===== config.mk =====
export PLATFORM = sky130hd
export DESIGN_NAME = mem_stage
export DESIGN_NICKNAME = d
export VERILOG_FILES = /design/src/rtl/mem_stage_pkg.sv /design/src/rtl/mem_stage_align.sv /design/src/rtl/mem_stage.sv
export SDC_FILE = /design/constraint.sdc
export NUM_CORES = 1
export LEC_CHECK = 0
export CAP_MARGIN = 20
export CORE_MARGIN = 3
export CORE_UTILIZATION = 48
export DETAILED_ROUTE_END_ITERATION = 10
export MAX_ROUTING_LAYER = met4
export PLACE_DENSITY = 0.79
export SETUP_SLACK_MARGIN = 0.2
export SYNTH_ARGS = -nofsm -noshare
export SYNTH_HDL_FRONTEND = slang
export SYNTH_HIERARCHICAL = 1
export SYNTH_SLANG_ARGS = --single-unit

===== constraint.sdc =====
create_clock -name clk_i -period 2.8 [get_ports clk_i]
set_input_delay 0.28 -clock clk_i [delete_from_list [all_inputs] [get_ports clk_i]]
set_output_delay 0.28 -clock clk_i [all_outputs]
set_load 0.01 [all_outputs]

===== src/rtl/mem_stage_pkg.sv =====
// Shared types and encodings for the memory-access stage.
// Holds mem_op encodings, bus/datapath widths and alignment helpers.
package mem_stage_pkg;

    localparam int REG_ADDR_W = 5;
    localparam int DATA_W     = 32;
    localparam int MEMOP_W    = 4;

    localparam logic [REG_ADDR_W-1:0] ZERO_REG = '0;

    typedef logic [MEMOP_W-1:0] mem_op_t;

    localparam mem_op_t MEM_NONE = 4'd0;
    localparam mem_op_t MEM_LB   = 4'd1;
    localparam mem_op_t MEM_LH   = 4'd2;
    localparam mem_op_t MEM_LW   = 4'd3;
    localparam mem_op_t MEM_LBU  = 4'd4;
    localparam mem_op_t MEM_LHU  = 4'd5;
    localparam mem_op_t MEM_SB   = 4'd6;
    localparam mem_op_t MEM_SH   = 4'd7;
    localparam mem_op_t MEM_SW   = 4'd8;

    function automatic logic is_store(mem_op_t op);
        return (op == MEM_SB) || (op == MEM_SH) || (op == MEM_SW);
    endfunction

    function automatic logic is_aligned(mem_op_t op, logic [1:0] lane);
        logic ok;
        ok = 1'b1;
        unique case (1'b1)
            (op == MEM_LH), (op == MEM_LHU), (op == MEM_SH):
                ok = ~lane[0];
            (op == MEM_LW), (op == MEM_SW):
                ok = (lane == 2'b00);
            default: ok = 1'b1;
        endcase
        return ok;
    endfunction

endpackage


===== src/rtl/mem_stage_align.sv =====
// Byte-lane steering: store byte enables/replication and load extract/extend.
// Ports: st_op/st_lane/st_data -> be/wdata; ld_op/ld_lane/rdata -> ldata.
module mem_stage_align
    import mem_stage_pkg::*;
(
    input  mem_op_t           st_op,
    input  logic [1:0]        st_lane,
    input  logic [DATA_W-1:0] st_data,
    output logic [3:0]        be,
    output logic [DATA_W-1:0] wdata,
    input  mem_op_t           ld_op,
    input  logic [1:0]        ld_lane,
    input  logic [DATA_W-1:0] rdata,
    output logic [DATA_W-1:0] ldata
);

    logic [DATA_W-1:0] shifted;

    always_comb begin
        be    = 4'b1111;
        wdata = st_data;
        unique case (1'b1)
            (st_op == MEM_SB): begin
                be    = 4'b0001 << st_lane;
                wdata = {4{st_data[7:0]}};
            end
            (st_op == MEM_SH): begin
                be    = 4'b0011 << st_lane;
                wdata = {2{st_data[15:0]}};
            end
            default: ;
        endcase
    end

    // Move the addressed lane down to bit 0 before extending.
    assign shifted = rdata >> {ld_lane, 3'b000};

    always_comb begin
        ldata = rdata;
        unique case (1'b1)
            (ld_op == MEM_LB):  ldata = {{24{shifted[7]}}, shifted[7:0]};
            (ld_op == MEM_LBU): ldata = {24'b0, shifted[7:0]};
            (ld_op == MEM_LH):  ldata = {{16{shifted[15]}}, shifted[15:0]};
            (ld_op == MEM_LHU): ldata = {16'b0, shifted[15:0]};
            default:            ldata = rdata;
        endcase
    end

endmodule


===== src/rtl/mem_stage.sv =====
// Memory-access stage: ALU ops pass through in one cycle, loads/stores run
// a req/gnt/rvalid bus transaction. Ports: exe_mem inputs, stall_o, dbus_*, mem_wb outputs.
module mem_stage
    import mem_stage_pkg::*;
#(
    parameter int RADDR_WIDTH = REG_ADDR_W,
    parameter int RDATA_WIDTH = DATA_W,
    parameter int MEMOP_WIDTH = MEMOP_W
) (
    input  logic                   clk_i,
    input  logic                   rst_n_i,
    input  logic                   valid_i,
    input  logic [RADDR_WIDTH-1:0] reg_waddr_i,
    input  logic                   reg_we_i,
    input  logic [RDATA_WIDTH-1:0] reg_wdata_i,
    input  logic [MEMOP_WIDTH-1:0] mem_op_i,
    input  logic [RDATA_WIDTH-1:0] store_data_i,
    output logic                   stall_o,
    output logic                   dbus_req_o,
    output logic                   dbus_we_o,
    output logic [RDATA_WIDTH-1:0] dbus_addr_o,
    output logic [3:0]             dbus_be_o,
    output logic [RDATA_WIDTH-1:0] dbus_wdata_o,
    input  logic                   dbus_gnt_i,
    input  logic                   dbus_rvalid_i,
    input  logic [RDATA_WIDTH-1:0] dbus_rdata_i,
    output logic                   valid_o,
    output logic [RADDR_WIDTH-1:0] reg_waddr_o,
    output logic                   reg_we_o,
    output logic [RDATA_WIDTH-1:0] reg_wdata_o,
    output logic                   misalign_o
);

    typedef enum logic [1:0] {IDLE, REQ, RESP} state_t;

    state_t state_q, state_d;

    logic                   is_mem;
    logic                   aligned;
    logic                   issue;
    logic                   wb_we;
    logic [3:0]             st_be;
    logic [RDATA_WIDTH-1:0] st_wdata;
    logic [RDATA_WIDTH-1:0] ld_data;

    // Transaction context captured at issue.
    mem_op_t                op_q;
    logic [RDATA_WIDTH-1:0] addr_q;
    logic [RADDR_WIDTH-1:0] waddr_q;
    logic                   we_q;

    assign is_mem  = (mem_op_i != MEM_NONE);
    assign aligned = is_aligned(mem_op_i, reg_wdata_i[1:0]);
    assign issue   = (state_q == IDLE) & valid_i & is_mem & aligned;
    assign wb_we   = reg_we_i & (reg_waddr_i != RADDR_WIDTH'(ZERO_REG));

    // Released in the rvalid cycle so the next instruction enters next edge.
    assign stall_o = issue
                   | (state_q == REQ)
                   | ((state_q == RESP) & ~dbus_rvalid_i);

    mem_stage_align u_align (
        .st_op   (mem_op_i),
        .st_lane (reg_wdata_i[1:0]),
        .st_data (store_data_i),
        .be      (st_be),
        .wdata   (st_wdata),
        .ld_op   (op_q),
        .ld_lane (addr_q[1:0]),
        .rdata   (dbus_rdata_i),
        .ldata   (ld_data)
    );

    always_ff @(posedge clk_i or negedge rst_n_i) begin
        if (!rst_n_i) state_q <= IDLE;
        else          state_q <= state_d;
    end

    always_comb begin
        state_d = state_q;
        unique case (state_q)
            IDLE:    if (issue)         state_d = REQ;
            REQ:     if (dbus_gnt_i)    state_d = RESP;
            RESP:    if (dbus_rvalid_i) state_d = IDLE;
            default:                    state_d = IDLE;
        endcase
    end

    always_ff @(posedge clk_i or negedge rst_n_i) begin
        if (!rst_n_i) begin
            dbus_req_o   <= 1'b0;
            dbus_we_o    <= 1'b0;
            dbus_addr_o  <= '0;
            dbus_be_o    <= '0;
            dbus_wdata_o <= '0;
            valid_o      <= 1'b0;
            misalign_o   <= 1'b0;
            reg_waddr_o  <= RADDR_WIDTH'(ZERO_REG);
            reg_we_o     <= 1'b0;
            reg_wdata_o  <= '0;
            op_q         <= MEM_NONE;
            addr_q       <= '0;
            waddr_q      <= '0;
            we_q         <= 1'b0;
        end else begin
            valid_o    <= 1'b0;
            misalign_o <= 1'b0;
            unique case (state_q)
                IDLE: begin
                    if (valid_i && !is_mem) begin
                        valid_o     <= 1'b1;
                        reg_waddr_o <= reg_waddr_i;
                        reg_we_o    <= wb_we;
                        reg_wdata_o <= reg_wdata_i;
                    end else if (valid_i && !aligned) begin
                        valid_o     <= 1'b1;
                        misalign_o  <= 1'b1;
                        reg_waddr_o <= reg_waddr_i;
                        reg_we_o    <= 1'b0;
                        reg_wdata_o <= reg_wdata_i;
                    end else if (issue) begin
                        dbus_req_o   <= 1'b1;
                        dbus_we_o    <= is_store(mem_op_i);
                        dbus_addr_o  <= {reg_wdata_i[RDATA_WIDTH-1:2], 2'b00};
                        dbus_be_o    <= st_be;
                        dbus_wdata_o <= st_wdata;
                        op_q         <= mem_op_i;
                        addr_q       <= reg_wdata_i;
                        waddr_q      <= reg_waddr_i;
                        we_q         <= wb_we & ~is_store(mem_op_i);
                    end
                end
                REQ: begin
                    if (dbus_gnt_i) dbus_req_o <= 1'b0;
                end
                RESP: begin
                    if (dbus_rvalid_i) begin
                        valid_o     <= 1'b1;
                        reg_waddr_o <= waddr_q;
                        reg_we_o    <= we_q;
                        reg_wdata_o <= is_store(op_q) ? addr_q : ld_data;
                    end
                end
                default: ;
            endcase
        end
    end

endmodule

==> flow_summary_export.csv, run 1 <==
group,metric,value,unit
outcome,status,"finished, violations left",
outcome,violations,"hold timing",
worst_setup_path,critPathMostFrequentCell,"clkdlybuf4s50_1",
layout,ff_latch_area,3050,um2
place,routabilityCongestion,0.968,
power,p_per_area,1150,nW/um2
synth,yosys-top-cells-count,"dfrtp_1 (122), mux2_2 (75), mux2_1 (53), buf_4 (50), mux2i_1 (48)",
min_path,holdCritPathClass,"in -> async",
clock_tree,htreeDepth,4,
synth,seq_area_frac_synth,42.3,%
floorplan,pin_count,222,
sta,fmax,0.395,GHz
clock_tree,cts_tree,"yes",
worst_setup_path,cp_slowest_cell,"clkdlybuf4s50_1",
sta,worstMarginPinSlew,0.897,ns
sta,min_period_over_period,90.5,%
sta,min_period,2.53,ns
layout,antennaDiodeCount,0,
synth,synth_area_leaders,"dfrtp_1 (42%), mux2_2 (12%), mux2_1 (8.3%), mux2i_1 (6.7%), buf_4 (5.2%)",
layout,multiInputGateArea,3490,um2
place,portBuffers,219,
clock_tree,insertion_delay,0.41,ns
layout,syn_to_final_growth,37.5,%
global_routing,antenna_found_initial,0,
global_routing,grt_remaining_overflow,0,
synth,synth-seq-cells,122,
clock_tree,clkTransAtPathRegs,0.06,ns
worst_setup_path,critical_path_peak_fanout,8,
synth,synthCells,633,
floorplan,die_h,129,um
worst_setup_path,r2r_cells,8,
synth,yosys_most_used_dff,"dfrtp_1",
detailed_routing,dr_total_vias,5745,
detailed_routing,drc,0,
floorplan,start_util,49.3,%
sta,hold-worst-slack,-0.00514,ns
job,timing.max_cap.violations,0,
clock_tree,ctsHoldBuffers,0,
sta,hold_viol,12,
layout,fin_area,9930,um2
worst_setup_path,cp_data_required_time,2.52,ns
floorplan,die_x,129,um
worst_setup_path,cp.depth,6,
global_routing,grt_pass1_vias,6072,
sta,fin_skew,0.00654,ns
detailed_routing,drtIter0Drc,543,
sta,report.final.setup_viol,0,
layout,num-nets-final,923,
detailed_routing,wl_per_cell,20.2,um
global_routing,grtUsageTotal,25.3,%
global_routing,gr-usage-met2,40.4,%
synth,yosysUniqueCellTypes,55,
synth,yosys.area.top_type,"dfrtp_1",
worst_setup_path,critPathCaptureType,"primary output",
detailed_routing,antenna_left,0,
global_routing,met1_usage,31.2,%
global_routing,grt_first_pass_wirelength,31800,um
global_routing,grt_util_met3,7.89,%
power,power.total,11.5,mW
clock_tree,cts_max_path_buffers,2,
detailed_routing,wirelength,20400,um
synth,avgSynthCellArea,11.4,um2
power,ir_worst_vdd,508,uV
synth,syn_area,7220,um2
floorplan,die-area,16600,um2
synth,synth.most_common_cell,"dfrtp_1",
layout,layout-drive-gt1-share,19.8,%
global_routing,top_usage_layer,"met2",
worst_setup_path,path_delay_family,"buffers and inverters",
worst_setup_path,cp-start-kind,"input port",
floorplan,core_area,14600,um2
clock_tree,cts_root_buffer,"clkbuf_16",
worst_setup_path,path_class,"in -> out",
worst_setup_path,crit_buf_inv,2,
worst_setup_path,crit_chain,"clkdlybuf4s50_1 -> nor2b_1 -> a211oi_2 -> a211oi_4 -> or2_2 -> clkdlybuf4s50_1",
sta,relSlewSlack,40.2,%
synth,ys_async_sr_fraction,100,%
worst_setup_path,cp_slowest_stage_delay,0.64,ns
detailed_routing,vias_per_cell,5.69,
global_routing,grt_start_max_net_pins,84,
synth,yosysWarnings,6,
place,hpwl,14800,um
place,dp_cells,976,
sta,rsz0062_at_grt,"no",
layout,fillers,1065,
floorplan,rows,44,
synth,synth_top_area_share,42.3,%
place,placed_area,9280,um2
sta,tns,0,ns
sta,final_max_slew_viol_count,0,
power,leakage,4.26,nW
synth,synth_edf_count,0,
clock_tree,cts_sinks,122,
layout,post_layout_nonfiller_instances,1009,
detailed_routing,firstDrtPassIters,5,
clock_tree,numCtsBuffers,17,
worst_setup_path,worstPathArrival,2.25,ns
## registers in the layout (all words and copies together) (netlist names), 2 cells and up
name,count
reg_waddr_o,5
op_q,4
dbus_be_o,4
waddr_q,5
dbus_wdata_o,32
state_q,2
addr_q,32
reg_wdata_o,32
## what timing repair did
action	in CTS	in global routing
setup buffers	0	1
cloned	0	0
setup endpoints to repair	1	1
pin swaps	1	1
gates resized for setup	0	3
## worst reg2reg max path, stage by stage (launching register included)
cell	delay, ns
dfrtp_1	0.38
buf_4	0.31
nor2b_1	0.51
a2bb2oi_2	0.11
buf_4	0.21
o221ai_1	0.28
mux2i_1	0.13
a21oi_1	0.17
mux2_4	0.16
## cell usage in the layout (no fill, tap or decap), types with 7 or more instances in the layout
cell type        netlist  layout
nand2_1               14      14
nand2b_1               8       8
o21ai_0               18      17
mux2i_1               48      48
inv_1                 29      29
clkbuf_16              0      17
a2bb2oi_1              7       7
a21oi_1               37      37
o221ai_1              23      23
mux2_2                75      75
dfrtp_1              122     122
mux2_1                53      53
or2_2                  7       7
mux2_4                 9       9
nor2_1                41      41
clkdlybuf4s50_1        0     216
buf_4                 50      21
## layer usage
| layer | vias to the layer above | share of wire (%) |
|---|---|---|
| met2 | 278 | 48 |
| met5 | - | 0 |
| met4 | 0 | 1.4 |
| met1 | 2820 | 41 |
| li1 | 2623 | - |
| met3 | 24 | 9.3 |
## layout make-up
cell class / instances / share of cell area (%)
Clock buffer: 20 / 4.50
Clock inverter: 12 / 1.98
Inverter: 29 / 1.10
Multi-Input combinational cell: 400 / 35.2
Sequential cell: 122 / 30.7
Tap cell: 184 / 2.32
Timing Repair Buffer: 242 / 24.2
## worst paths after layout
path | from | to | slack [ns]
min | rst_n_i | reg_wdata_o[2]$_DFFE_PN0P_ | -0.005
max in group asynchronous | rst_n_i | reg_wdata_o[29]$_DFFE_PN0P_ | 2.07
min reg2reg | waddr_q[0]$_DFFE_PN0P_ | waddr_q[0]$_DFFE_PN0P_ | 0.48
max reg2reg | addr_q[0]$_DFFE_PN0P_ | reg_wdata_o[30]$_DFFE_PN0P_ | 0.48
max | mem_op_i[1] | stall_o | 0.27
min in group clk_i | reg_wdata_i[1] | addr_q[1]$_DFFE_PN0P_ | 0.34
## power by group
part / switching, mW / leakage (nW) / internal (mW)
clock network: 0.790 / 0.306 / 1.60
registers: 0.662 / 1.43 / 2.64
logic: 2.58 / 2.53 / 3.20
## cell families after synthesis
kind of cell	count (synthesis)	synth area share, %
multiplexers	186	28.8
flip-flops	122	42.3
AO/OA/AOI/OAI	120	12.2
buffers and inverters	112	9.92
AND/OR/NAND/NOR	92	6.74
other	1	0.0519
## metrics by stage
stage	setup WS [ns]	util, %
finish	0.266	67.8
global route	0.202	67.8
CTS	0.206	67.7
detailed placement	0.174	63.3
global placement	0.243	63.3
floorplan	0.846	-
Note: power is estimated with default switching activity, not from simulation.
==> run 2: changes to the inputs <==
Settings changed: TNS_END_PERCENT set to 20.
==> results of run 2 <==
No change in the layout: final DEF, timing and power equal those of run 1.
